## src/rtl/seg_disp_pkg.sv

```systemverilog
// Shared types and constants for the 4-digit 7-segment display blocks.
package seg_disp_pkg;

  localparam int unsigned FRAME_W   = 28;
  localparam logic [6:0]  BLANK_SEG = 7'h7F;
  localparam logic [3:0]  AN_OFF    = 4'hF;

  typedef enum logic [1:0] {
    IDLE = 2'd0,
    OWN0 = 2'd1,
    OWN1 = 2'd2
  } state_t;

endpackage

```

## src/rtl/scan_tick_gen.sv

```systemverilog
// Digit-slot divider: one-cycle tick every SCAN_DIV clocks, at count SCAN_DIV-1.
module scan_tick_gen #(
  parameter int unsigned SCAN_DIV = 200000
) (
  input  logic clk,
  input  logic rst_n,
  output logic tick
);

  localparam int unsigned CW = (SCAN_DIV > 1) ? $clog2(SCAN_DIV) : 1;

  logic [CW-1:0] r_cnt;

  assign tick = (r_cnt == CW'(SCAN_DIV - 1));

  always_ff @(posedge clk) begin
    if (!rst_n)    r_cnt <= '0;
    else if (tick) r_cnt <= '0;
    else           r_cnt <= r_cnt + 1'b1;
  end

endmodule

```

## src/rtl/seg_display_arbiter.sv

```systemverilog
// Two-source req/gnt arbiter for a shared 4-digit 7-segment display; owns digit
// scanning and only hands over ownership at scan-frame boundaries.
module seg_display_arbiter
  import seg_disp_pkg::*;
#(
  parameter int unsigned SCAN_DIV    = 200000,
  parameter int unsigned HOLD_FRAMES = 16
) (
  input  logic               clk,
  input  logic               rst_n,
  input  logic               req0,
  input  logic [FRAME_W-1:0] frame0,
  input  logic [3:0]         dp0,
  input  logic               req1,
  input  logic [FRAME_W-1:0] frame1,
  input  logic [3:0]         dp1,
  output logic               gnt0,
  output logic               gnt1,
  output logic [6:0]         seg,
  output logic               dp,
  output logic [3:0]         an
);

  localparam int unsigned HW = $clog2(HOLD_FRAMES) + 1;
  localparam logic [HW-1:0] HOLD_MAX = HW'(HOLD_FRAMES - 1);

  logic               w_tick, w_boundary, w_hold_sat;
  logic [1:0]         r_ptr, w_nptr;
  state_t             r_state, w_state_nxt, w_src_state;
  logic [HW-1:0]      r_hold, w_hold_nxt;
  logic               r_last, w_last_nxt;
  logic [FRAME_W-1:0] r_fb, w_fb_nxt, w_src_fb;
  logic [3:0]         r_fdp, w_fdp_nxt, w_src_dp;
  logic               r_gnt0, r_gnt1, r_dp;
  logic [6:0]         r_seg;
  logic [3:0]         r_an;

  scan_tick_gen #(.SCAN_DIV(SCAN_DIV)) u_tick (
    .clk   (clk),
    .rst_n (rst_n),
    .tick  (w_tick)
  );

  assign w_boundary = w_tick && (r_ptr == 2'd3);
  assign w_nptr     = r_ptr + 2'd1;
  assign w_hold_sat = (r_hold == HOLD_MAX);

  always_comb begin
    w_state_nxt = r_state;
    w_hold_nxt  = r_hold;
    w_last_nxt  = r_last;
    unique case (r_state)
      IDLE: begin
        if (req0 && req1) w_state_nxt = r_last ? OWN0 : OWN1;
        else if (req0)    w_state_nxt = OWN0;
        else if (req1)    w_state_nxt = OWN1;
      end
      OWN0: begin
        if (req0) begin
          if (req1 && w_hold_sat) w_state_nxt = OWN1;
          else if (!w_hold_sat)   w_hold_nxt  = r_hold + 1'b1;
        end else begin
          w_state_nxt = req1 ? OWN1 : IDLE;
        end
      end
      OWN1: begin
        if (req1) begin
          if (req0 && w_hold_sat) w_state_nxt = OWN0;
          else if (!w_hold_sat)   w_hold_nxt  = r_hold + 1'b1;
        end else begin
          w_state_nxt = req0 ? OWN0 : IDLE;
        end
      end
      default: w_state_nxt = IDLE;
    endcase
    if (w_state_nxt != r_state) begin
      w_hold_nxt = '0;
      if (w_state_nxt != IDLE) w_last_nxt = (w_state_nxt == OWN1);
    end
    w_fb_nxt  = (w_state_nxt == OWN1) ? frame1 : frame0;
    w_fdp_nxt = (w_state_nxt == OWN1) ? dp1 : dp0;
    // On a boundary the latch is being refilled this edge, so digit0 comes from the live frame.
    w_src_state = w_boundary ? w_state_nxt : r_state;
    w_src_fb    = w_boundary ? w_fb_nxt : r_fb;
    w_src_dp    = w_boundary ? w_fdp_nxt : r_fdp;
  end

  always_ff @(posedge clk) begin
    if (!rst_n) begin
      r_state <= IDLE;
      r_hold  <= '0;
      r_last  <= 1'b1;
      r_ptr   <= '0;
      r_fb    <= '0;
      r_fdp   <= '1;
      r_gnt0  <= 1'b0;
      r_gnt1  <= 1'b0;
      r_an    <= AN_OFF;
      r_seg   <= BLANK_SEG;
      r_dp    <= 1'b1;
    end else begin
      if (w_tick) begin
        r_ptr <= w_nptr;
        if (w_src_state == IDLE) begin
          r_an  <= AN_OFF;
          r_seg <= BLANK_SEG;
          r_dp  <= 1'b1;
        end else begin
          r_an  <= ~(4'b0001 << w_nptr);
          r_seg <= w_src_fb[7*w_nptr +: 7];
          r_dp  <= w_src_dp[w_nptr];
        end
      end
      if (w_boundary) begin
        r_state <= w_state_nxt;
        r_hold  <= w_hold_nxt;
        r_last  <= w_last_nxt;
        r_fb    <= w_fb_nxt;
        r_fdp   <= w_fdp_nxt;
        r_gnt0  <= (w_state_nxt == OWN0);
        r_gnt1  <= (w_state_nxt == OWN1);
      end
    end
  end

  assign gnt0 = r_gnt0;
  assign gnt1 = r_gnt1;
  assign seg  = r_seg;
  assign dp   = r_dp;
  assign an   = r_an;

endmodule
```

## config.mk

```make
export PLATFORM = sky130hd
export DESIGN_NAME = seg_display_arbiter
export DESIGN_NICKNAME = d
export VERILOG_FILES = /design/src/rtl/seg_disp_pkg.sv /design/src/rtl/scan_tick_gen.sv /design/src/rtl/seg_display_arbiter.sv
export SDC_FILE = /design/constraint.sdc
export NUM_CORES = 1
export LEC_CHECK = 0
export CORE_UTILIZATION = 28
export CTS_CLUSTER_DIAMETER = 80
export DETAILED_ROUTE_END_ITERATION = 8
export HOLD_SLACK_MARGIN = 0.12
export PLACE_DENSITY_LB_ADDON = 0.15
export SETUP_SLACK_MARGIN = 0.1
export SYNTH_ARGS = -nofsm -noshare
export SYNTH_HDL_FRONTEND = slang
export SYNTH_SLANG_ARGS = --single-unit
export TNS_END_PERCENT = 5
```

## constraint.sdc

```tcl
create_clock -name clk -period 5.8 [get_ports clk]
set_input_delay 1.45 -clock clk [delete_from_list [all_inputs] [get_ports clk]]
set_output_delay 1.45 -clock clk [all_outputs]
set_load 0.01 [all_outputs]
```

; ---- Word-level counts from Yosys, hierarchy flattened
; Cells that the tools add are included.
[word_totals]
memories = 0
elab_cells = 72
input_bits = 68
romBits = 0
ff_bits = 74
latchBits = 0
ramBits = 0
[classes]
n_eq_ne = 12
shifts = 2
n_bitwise = 2
multipliers = 1
n_mux = 28
addsub = 3
div = 0
n_reduce_logical = 11
n_lt_le_gt_ge = 1
[op_table]
columns = op, count
row1 = $mux 28, 2
row2 = $mux 5, 6
row3 = $shiftx 28x6->7, 1
row4 = $mux 2, 10
row5 = $add 18x1->18 const B, 1
row6 = $eq 18x18->1 const B, 1
row7 = $mux 4, 3
row8 = $ne 3x3->1 const B, 4
row9 = $pmux 5 s2, 1
row10 = $mux 7, 1
row11 = $eq 2x2->1 const B, 3
row12 = $pmux 2 s3, 1
row13 = $reduce_and 6->1, 1
row14 = $add 5x1->5 const B, 1
row15 = $eq 5x4->1 const B, 1
row16 = $mul 3x2->5 const A, 1
row17 = $eq 2x1->1 const B, 2
row18 = $logic_and 1x1->1, 4
row19 = $logic_not 2->1, 2
row20 = $not 4->4, 1
row21 = $shl 1x2->4 const A, 1
row22 = $lt 2x3->1 const B, 1
row23 = $mux 1, 3
row24 = $reduce_and 3->1, 1
row25 = other kinds (7), 7

; ---- Longest topological paths before layout
[depth]
ltp_word = 11
ltp_mapped = 10

; ---- Modules after synthesis
; Synthesis repeated with hierarchy kept, for this count alone.
[unflattened]
cells_unflattened = 496
area_unflattened_um2 = 4046.4
[modules_own_cells]
columns = mod, n_inst, cells_each, area_per_inst_um2
row1 = seg_display_arbiter, 1, 406, 3219.3
row2 = scan_tick_gen, 1, 90, 827.0

; ---- Worst setup path after synthesis
; No wires, ideal clock.
[synth_path]
kind = input port to flip-flop
start = in req1
end = reg r_seg[3], in the netlist seg[3]
setup_ps = 126
slack_ps = 2905
cell_stages = 5
n_path_buf = 0
t_arrival_ps = 2769
cell_sequence = a2bb2oi_1 -> o21ai_0 -> or4_2 -> o2111ai_1 -> o31ai_1
[synth_via]
elab_chain_len = 9
[synth_lines]
columns = element, line
row1 = start: declaration, seg_display_arbiter.sv:14  ; input logic req1,
row2 = $mux 2 / $logic_and 1x1->1 (equally long branches), "seg_display_arbiter.sv:56, seg_display_arbiter.sv:60"
row3 = $mux 2 (on tied branches), "seg_display_arbiter.sv:55, seg_display_arbiter.sv:60"
row4 = $mux 2 (on tied branches), "seg_display_arbiter.sv:54, seg_display_arbiter.sv:59"
row5 = $pmux 2 s3 (*), seg_display_arbiter.sv:52  ; unique case (r_state)
row6 = $eq 2x2->1, seg_display_arbiter.sv:80  ; w_fb_nxt = (w_state_nxt == OWN1) ? frame1 : frame0;
row7 = $mux 28, seg_display_arbiter.sv:80
row8 = $mux 28, --
row9 = $shiftx 28x6->7, seg_display_arbiter.sv:110  ; r_seg <= w_src_fb[7*w_nptr +: 7];
row10 = $mux 7 (*), seg_display_arbiter.sv:104  ; if (w_src_state == IDLE) begin
row11 = end signal: assignment, seg_display_arbiter.sv:110
row12 = end: declaration, seg_display_arbiter.sv:35  ; logic [6:0] r_seg;
; Every way passes the cells marked *; elsewhere a longest branch is shown, timed or not.
; A chain may end at the register's enable or synchronous reset.

; ---- Final worst setup path
[layout_path]
start = in req0
end = reg r_seg[0], in the netlist seg[0]
[layout_via]
elab_chain_len = 9
[layout_lines]
columns = element, line
row1 = start: declaration, seg_display_arbiter.sv:11  ; input logic req0,
row2 = $logic_and 1x1->1, seg_display_arbiter.sv:68  ; if (req0 && w_hold_sat) w_state_nxt = OWN0;
row3 = $mux 2, seg_display_arbiter.sv:68
row4 = $mux 2, seg_display_arbiter.sv:67  ; if (req1) begin
row5 = $pmux 2 s3 (*), seg_display_arbiter.sv:52
row6 = $eq 2x2->1, seg_display_arbiter.sv:80
row7 = $mux 28, seg_display_arbiter.sv:80
row8 = $mux 28, --
row9 = $shiftx 28x6->7, seg_display_arbiter.sv:110
row10 = $mux 7 (*), seg_display_arbiter.sv:104
; Marks and branches as above.

==> flow_metrics.tcl <==
set metrics [dict create \
    synth_fp_nets 580 \
    grt_max_degree 56 \
    fillers 1521 \
    clock-sinks 74 \
    max_slew_margin_pct 44.87 \
    clkLatencyLatePin_ns 0.34 \
    nNetsFinal 646 \
    port_buffers 81 \
    cts.path.max_buffers 2 \
    min_path_cells 2 \
    slew_violations 0 \
    grt_overflow 0 \
    postLayoutCoreUtil_pct 37.28 \
    first_pass_iters 4 \
    first_global_vias 4026 \
    fp.coreArea_um2 14530 \
    intPower_mw 0.9439 \
    yosysSeqAreaShare_pct 35.43 \
    power_frac_seq_pct 42.6 \
    pwr_density_cell_nw_per_um2 221.9 \
    layout-drive-gt1-share_pct 6.597 \
    die_y_um 124.2 \
    dp_hpwl_um 8751 \
    endpoint_kind "register" \
    synth_edf_count 0 \
    netlist_area_um2 4182 \
    fmax_mhz 274.9 \
    yosys-top-cells-area "dfxtp_1 35%, o211a_1 6.2%, o21ai_0 4.5%, o211ai_1 3.9%, nand3_1 3.6%" \
    cp-start-kind "primary input" \
    diodes 0 \
    cts_made_buffers 9 \
    post_cts_buffers 0 \
    synth_area_per_cell_um2 8.280 \
    num_vias 3955 \
    viasPerCell 5.204 \
    maxCapViolations 0 \
    io_pins 82 \
    rr_worst_depth 5 \
    synth_top_area_share_pct 35.43 \
    synth-seq-cells 74 \
    grt_antenna_before_repair 0 \
    swShare_pct 21.48 \
    synth_cells 505 \
    ir_worst_vdd_v 0.0001365 \
    fin_crit_ns 3.637 \
    placementRows 44 \
    period_share_pct 62.71 \
    gp_congestion 0.7830 \
    cts_tree "yes" \
    crit_fanout 7 \
    syn_to_final_growth_pct 29.56 \
    root_buffer "clkbuf_16" \
    drt-initial-drc-count 211 \
    holdCritPathClass "register to register" \
    tightest_slew_ns 0.8201 \
    rsz0062_at_grt "no" \
    h-tree-depth 3 \
    grt_pass1_wl_um 20490 \
    power_leakage_nw 2.250 \
    cts.clk_slew.worst_paths_ns 0.06 \
    synth_top_area_cell "dfxtp_1" \
    clock_power_share_pct 49.3 \
    finalClockSkew_ns 0.008575 \
    avgRoutedWirePerCell_um 16.32 \
    setup_tns_ns 0 \
    status "complete, no violations" \
    yosysUniqueCellTypes 61 \
    wl_um 12400 \
    timing_hold_violations_final 0 \
    yosys_warnings 0 \
    ant_nets 0 \
    switching_power_mw 0.2582 \
    crit_type "primary input to register" \
    cp_data_required_time_ns 6.00 \
    p_comb_share_pct 8.0 \
    arrival_ns 3.84 \
    postCtsHoldBufs 0 \
    synth_ff_type "dfxtp_1" \
    drc 0 \
    fp.dieArea_um2 15430 \
    ctsResizeCount 0 \
    start_util_pct 28.77 \
    grt_usage_pct 16.50 \
    setup_viol 0 \
    die_w_um 124.2 \
    async_flop_share_pct 0 \
]
-- registers in the layout (all words and copies together), names as in the netlist --
signal and flops:
r_hold 5, r_last 1, u_tick.r_cnt 18, r_ptr 2, r_state 2, r_fb 28, r_fdp 4, seg 7
an 4, gnt0 1, gnt1 1, dp 1
-- per-layer routing --
layer | part of all wire [%] | wire length, um | GRT usage (%)
met1 | 46 | 5736 | 20.78
met2 | 48 | 5915 | 27.43
met4 | 2.0 | 248 | 5.670
met5 | 0 | 0 | 0
met3 | 4.0 | 500 | 3.836
-- critical path: stages --
cell,delay [ns]
clkdlybuf4s50_1,0.60
a2bb2oi_1,0.33
o21ai_0,0.27
nor4_2,0.68
nand3_1,0.20
o2111ai_1,0.20
o31ai_1,0.11
-- layout by cell type (no fill, tap or decap), types with 7 or more instances in the layout --
cell type        instances
a31oi_1                  8
inv_1                   30
o21a_1                  12
and2_1                   8
a21oi_1                 18
or3_1                   18
nor4_1                   7
clkbuf_16                9
nand2_1                 32
dfxtp_1                 74
ha_1                     7
o211a_1                 26
o211ai_1                22
o21ai_0                 38
clkdlybuf4s50_1         81
nor2_1                  38
a21boi_0                 7
nor3_1                   8
xor2_1                  12
nand3_1                 30
-- worst paths after layout --
| path | startpoint | endpoint | slack (ns) |
|---|---|---|---|
| max | req0 | seg[0] | 2.16 |
| min | gnt1 | gnt1 | 0.47 |
| max reg2reg | r_ptr[0] | seg[0] | 2.37 |
| min reg2reg | gnt1 | gnt1 | 0.47 |
-- synth_stat cells (12+ instances only) --
| cell | instances |
|---|---|
| o211ai_1 | 22 |
| inv_1 | 30 |
| nand3_1 | 30 |
| o21a_1 | 12 |
| dfxtp_1 | 74 |
| clkbuf_1 | 17 |
| xor2_1 | 12 |
| nor2_1 | 38 |
| a21oi_1 | 18 |
| o21ai_0 | 38 |
| or3_1 | 18 |
| nand2_1 | 32 |
| o211a_1 | 26 |
-- cell families after synthesis --
| kind of cell | after synthesis | synth area share, % |
|---|---|---|
| buffers and inverters | 63 | 6.792 |
| AND/OR/NAND/NOR | 175 | 22.80 |
| AO/OA/AOI/OAI | 162 | 27.62 |
| XOR/XNOR | 17 | 3.561 |
| adder cells (fa/ha/maj) | 7 | 2.094 |
| flip-flops | 74 | 35.43 |
| multiplexers | 7 | 1.706 |
-- metrics by stage --
stage / worst slack (ns) / instances / total power [mW] / hold WS (ns) / area (um2)
4_1_cts: 2.136 / 760 / 1.214 / 0.4720 / 5418
3_5_place_dp: 1.796 / 744 / 0.6213 / 0.4641 / 5100
3_3_place_gp: 1.921 / 744 / 0.6210 / 0.4610 / 5100
6_report: 2.163 / 760 / 1.202 / 0.4688 / 5418
2_1_floorplan: 2.905 / 505 / 0.5605 / 0.4378 / 4182
5_1_grt: 1.957 / 760 / 1.246 / 0.5024 / 5418
-- power by group through the flow --
stage	Sequential [mW]	Combinational, mW	Clock (mW)
CTS	0.512	0.0982	0.603
finish	0.512	0.0967	0.593
floorplan	0.523	0.0377	0
global placement	0.523	0.0977	0
detailed placement	0.523	0.0980	0
global route	0.512	0.107	0.627
-- final cells by class --
type	count	area [um2]	share of cell area, %
inverters	32	120.1	2.217
repair buffers	86	848.3	15.66
multi-input cells	368	2420	44.67
clock buffers	15	287.8	5.312
flip-flops and latches	74	1481	27.34
well taps	184	230.2	4.249
clock inverters	1	30.03	0.5543
Note: power is estimated with default switching activity, not from simulation.
==> edit 1: new RTL, same flow settings <==
`SCAN_DIV` is set to 200000 in 2 places; all go to 50000.
--- a/src/rtl/scan_tick_gen.sv
+++ b/src/rtl/scan_tick_gen.sv
@@ -2,3 +2,3 @@
 module scan_tick_gen #(
-  parameter int unsigned SCAN_DIV = 200000
+  parameter int unsigned SCAN_DIV = 50000
 ) (
--- a/src/rtl/seg_display_arbiter.sv
+++ b/src/rtl/seg_display_arbiter.sv
@@ -5,3 +5,3 @@
 #(
-  parameter int unsigned SCAN_DIV    = 200000,
+  parameter int unsigned SCAN_DIV    = 50000,
   parameter int unsigned HOLD_FRAMES = 16
Formal check against the unedited RTL: no difference found for any inputs over 10 cycles, from zero or initial values and one cycle with rst_n low; that may be too few to reach the edited logic, so the function may still have changed.
==> edit 1 against the unedited design <==
Sequential cell count shrank 2. Setup slack worse by 0.21 ns. Global-route usage decreased by 1.1 points. Sequential power decreased by 3%. Clock skew down 0.0016 ns. Power fell by 0.26%. Wire length down 18%. Final cell count shrank 10%. Final area is 9.8% lower. Synthesized area is 12% lower. Fmax fell by 5.5%. Count of clock-buffer cells in the layout is 4 lower.
==> edit 1: results (changes against the unedited design) <==
Pwr
The internal cell power came to 0.000952 W (+0.86%). The leakage power is 1.81 nW (-19%).

Route
The number of design-rule violations left by the first detailed-router iteration is 170 (-19%). The post-detailed-route via-to-cell ratio is 4.84 (-6.9%). The via count came to 3299 (-17%). The detailed-routed wire length on met2 is 4710 µm (-20%). The met3 layer wire length in the routed design came to 502 µm (+0.40%). The total routed wire length on the met1 layer is 4910 µm (-14%).

Cells and area
The area of the multi-input gates is 2040 µm² (-16%). The utilization of the core after routing was 38.4% (+1.1 points). The number of ordinary and repair buffers in the finished layout was 84 (-2.3%).

The clock buffer count in the final layout is 11 (-4). The share of post-route cells with drive strength above 1 is 8.45% (+1.9 points). The number of multi-input combinational cells was 329 (-11%). The fraction of area in non-clock buffers is 17.0% (+1.4 points). The clock-cell share of area is 6.78% (+0.92 points). The fraction of area in registers is 29.5% (+2.1 points). The net total in the final layout was 579 (-10%).

The non-clock inverter count in the final layout is 8 (-75%). The count of filler cells inserted in the layout is 1356 (-11%).

Global route
The pin count of the biggest net entering global routing was 30 (-46%). The global-route wire length before repair is 15800 µm (-23%). The overall global routing resource usage is 15.4% (-1.1 points). The met3 usage in global routing is 3.53% (-0.31 points). The via count of the first global-routing pass came to 3129 (-22%).

The met1 track demand over resource in global routing is 20.5% (-0.33 points).

Setup path
The last element of the critical path is seg[5]. The critical path starts at req1. The minimum setup slack among reg-to-reg paths is 2.16 ns (-0.21 ns). The path depth of the worst reg2reg path was 11 (+6). The launch point of the worst reg-to-reg path is r_hold[0]. On the critical path, the stage with the largest delay is an instance of o211a_1. The arrival time of data at the critical path endpoint is 4.04 ns (+0.20 ns).

The largest fanout on the critical path is 25 (+18). The delay of the slowest cell on the worst path was 0.85 ns (+0.17 ns).

Floorplanning
The horizontal extent of the die is 116 µm (-6.2%).

Worst hold path
The hold path depth is 1 (-1). In this run the most critical hold path is launched from u_tick.r_cnt[0]. The worst hold endpoint is u_tick.r_cnt[0].

STA
The worst setup skew after layout is 0.00696 ns (-0.00162 ns). The remaining max-slew budget at the tightest pin came to 23.3% (-22 points).

Placed design
The instance area after placement is 4560 µm² (-11%). The post-DP HPWL is 7230 µm (-17%).

Yosys
The proportion of register bits with asynchronous set or reset after synthesis came to 0% (unchanged). The net count after synthesis came to 515 (-11%). The adder-cell share of the synthesized area came to 2.39% (+0.29 points). The number of distinct standard cells referenced by the synthesized netlist is 48 (-21%). In the synthesized netlist, the cells that appear most often are dfxtp_1, nor2_1, nand2_1.

Ranked by total cell area, the synthesized netlist is headed by dfxtp_1, nor2_1, nand2_1, o21ai_0, mux2_2. The sequential share of the synthesized area is 39.3% (+3.9 points). The multiplexer fraction of the synthesized cell area is 8.39% (+6.7 points). The xor/xnor share of the synthesized area is 2.63% (-0.93 points). The mean instance size in the synthesized netlist is 8.34 µm² (+0.69%).

Clock tree
The later-pin clock latency in the skew report came to 0.32 ns (-0.02 ns). The deepest clock path buffer count was 2 (unchanged). The total number of clock tree sinks came to 72 (-2.7%).

Run status
The run finished with clean final reports.
edit 1: power by group through the flow:
| stage | registers, W | clock network, W | logic (W) |
|---|---|---|---|
| after global placement | 0.000508 | 0 | 0.0000920 |
| after detailed placement | 0.000508 | 0 | 0.0000917 |
| final | 0.000498 | 0.000610 | 0.0000912 |
| after global routing | 0.000497 | 0.000650 | 0.0000985 |
| after CTS | 0.000497 | 0.000621 | 0.0000924 |
| after floorplan | 0.000508 | 0 | 0.0000348 |
edit 1: cells by family after synthesis:
logic type / after synthesis
AND/OR/NAND/NOR: 174
AO/OA/AOI/OAI: 108
flip-flops: 72
buffers and inverters: 39
multiplexers: 29
XOR/XNOR: 11
adder cells (fa/ha/maj): 7
edit 1: per-stage QoR:
step | worst slack, ns | hold WS (ns)
after global routing | 1.73 | 0.479
final | 1.95 | 0.441
after global placement | 1.62 | 0.424
after CTS | 1.92 | 0.447
after floorplan | 2.85 | 0.413
after detailed placement | 1.59 | 0.433
==> edit 2: new RTL, same settings <==
Without the edit above. Register the output `seg` once more; this adds one clock of latency there. The other outputs are not delayed to match.
--- a/src/rtl/seg_display_arbiter.sv
+++ b/src/rtl/seg_display_arbiter.sv
@@ -127,3 +127,5 @@
   assign gnt1 = r_gnt1;
-  assign seg  = r_seg;
+  always_ff @(posedge clk) begin
+    seg <= r_seg;
+  end
   assign dp   = r_dp;
Function: changed (a bounded check fails within 4 cycles, from zero or initial values and one cycle with rst_n low).
==> edit 2 against the unedited design <==
Final area is 1.1% lower. Count of clock-buffer cells in the layout shrank 4. Wire length is 0.77% higher. Non-clock buffer count up 4. Via count shrank 3.3%. Synthesized area decreased by 2.2%. Setup slack improved by 0.18 ns. Clock power rose by 3.5%. First-iteration DRC count down 1.4%. Power increased by 6.0%. Sequential cell count grew 7. Largest cell class unchanged. Largest power group unchanged. Highest routed layer unchanged.
==> edit 2: results (changes against the unedited design) <==
Run status
The run finished with clean final reports.

Setup path
The largest fanout on the critical path is 26 (+19). The standard cell with the maximum stage delay on the critical path is clkdlybuf4s50_1. Among cell families on the critical path, the largest total delay comes from buffers and inverters. The path depth of the worst reg2reg path is 6 (+1).

The end of the worst register-to-register path is dp. The last element of the critical path is r_seg[4]. The arrival time of data at the critical path endpoint is 3.66 ns (-0.18 ns). The delay of the slowest cell on the worst path is 0.61 ns (-0.07 ns). The minimum setup slack among reg-to-reg paths is 2.73 ns (+0.36 ns). The startpoint identified for the worst register-to-register timing path is u_tick.r_cnt[13].

STA
The timing-limited maximum frequency came to 289 MHz (+5.1%). The worst setup skew after layout is 0.00856 ns (-0.0000144 ns). The remaining max-slew budget at the tightest pin is 20.5% (-24 points).

Clock tree
The buffers inserted during post-CTS setup optimization came to 0 (unchanged). The deepest clock path buffer count came to 2 (unchanged). The post-cts gate resize count is 0 (unchanged). The clock root buffer master is clkbuf_16.

Pwr
The fraction of power consumed by sequential logic is 43.9% (+1.3 points). The maximum VDD drop is 0.124 mV (-9.3%). The internal cell power is 0.00100 W (+6.2%). The power dissipated by switching net loads was 0.000272 W (+5.4%). The leakage power is 1.85 nW (-18%). The power dissipated in the clock network was 0.000614 W (+3.5%).

Global route
The global-route wire length before repair was 20000 µm (-2.4%). The overall global routing resource usage is 17.4% (+0.90 points). The pin count of the biggest net entering global routing was 38 (-32%).

Yosys
The net count after synthesis is 550 (-5.2%). The sequential share of the synthesized area is 39.7% (+4.2 points). By area the synthesized netlist is led by dfxtp_1, nor2_1, a211oi_1, o21ai_0, o21a_1.

The cell count after synthesis came to 475 (-5.9%). Ranked by instance count, the synthesized netlist is headed by dfxtp_1, nor2_1, nand2_1. The number of distinct standard cells referenced by the synthesized netlist is 56 (-8.2%).

Route
The routed length per instance is 17.2 µm (+5.3%). The post-detailed-route via-to-cell ratio is 5.26 (+1.1%). The via count is 3824 (-3.3%). The number of design-rule violations left by the first detailed-router iteration was 208 (-1.4%).

Placed design
The instance area after placement is 5040 µm² (-1.3%). The number of instances in the placed design is 711 (-4.4%). The placer's final routability congestion estimate is 0.771 (-1.5%). The post-DP HPWL was 8780 µm (+0.29%). The setup slack at placement is 1.99 ns (+0.194 ns).

Cells and area
The largest registers in the layout are r_fb (28), u_tick.r_cnt (18). The net total in the final layout is 617 (-4.5%). The share of post-route cells with drive strength above 1 is 9.14% (+2.5 points). The count of filler cells inserted in the layout is 1409 (-7.4%).

Worst hold path
The path category of the worst min-delay check is flip-flop to flip-flop.
==> edit 2: changes by cell type in the layout (fill, tap and decap cells not counted), sizes merged, moves of 8 or more <==
| cell | delta |
|---|---|
| a211oi | +23 |
| and2 | -8 |
| inv | -18 |
| nand3 | -19 |
| nor2 | +26 |
| o211a | -26 |
| o211ai | -19 |
| o21a | +9 |
| o21ai | -8 |
| o32a | +8 |
| or3 | -14 |
==> edit 2: metal layers <==
metal	track usage, %	wire [µm]	vias up
met5	0	0	-
met2	28.2	5670	92
met1	22.5	5820	1811
li1	-	-	1903
met3	3.72	721	18
met4	6.63	277	0
==> edit 2: cell type report <==
class / instances / area [µm²] / area share (%)
well taps: 180 / 225 / 4.20
clock buffers: 11 / 243 / 4.53
flip-flops and latches: 81 / 1620 / 30.3
multi-input cells: 348 / 2270 / 42.3
inverters: 12 / 45.0 / 0.841
repair buffers: 90 / 878 / 16.4
clock inverters: 5 / 78.8 / 1.47
==> edit 2: how the worst min path moves through the flow <==
stage / slack (ns) / depth (start not counted) / startpoint / endpoint
floorplan: 0.33 / 0 / r_seg[0] / seg[0]
global placement: 0.36 / 0 / r_seg[4] / seg[4]
detailed placement: 0.35 / 0 / r_seg[4] / seg[4]
CTS: 0.36 / 0 / r_seg[4] / seg[4]
global route: 0.37 / 0 / r_seg[4] / seg[4]
finish: 0.36 / 0 / r_seg[4] / seg[4]
==> edit 2: cells by family (layout without fill, tap and decap cells) <==
kind of cell / count (synthesis) / after routing / share of synthesized area [%]
adders and majority gates: 7 / 7 / 2.14
muxes: 10 / 10 / 2.54
DFF: 81 / 81 / 39.7
and+or+nand+nor: 163 / 163 / 20.4
AOI/OAI and AO/OA: 152 / 152 / 26.7
buffers and inverters: 46 / 118 / 5.11
xor gates and xnor gates: 16 / 16 / 3.43
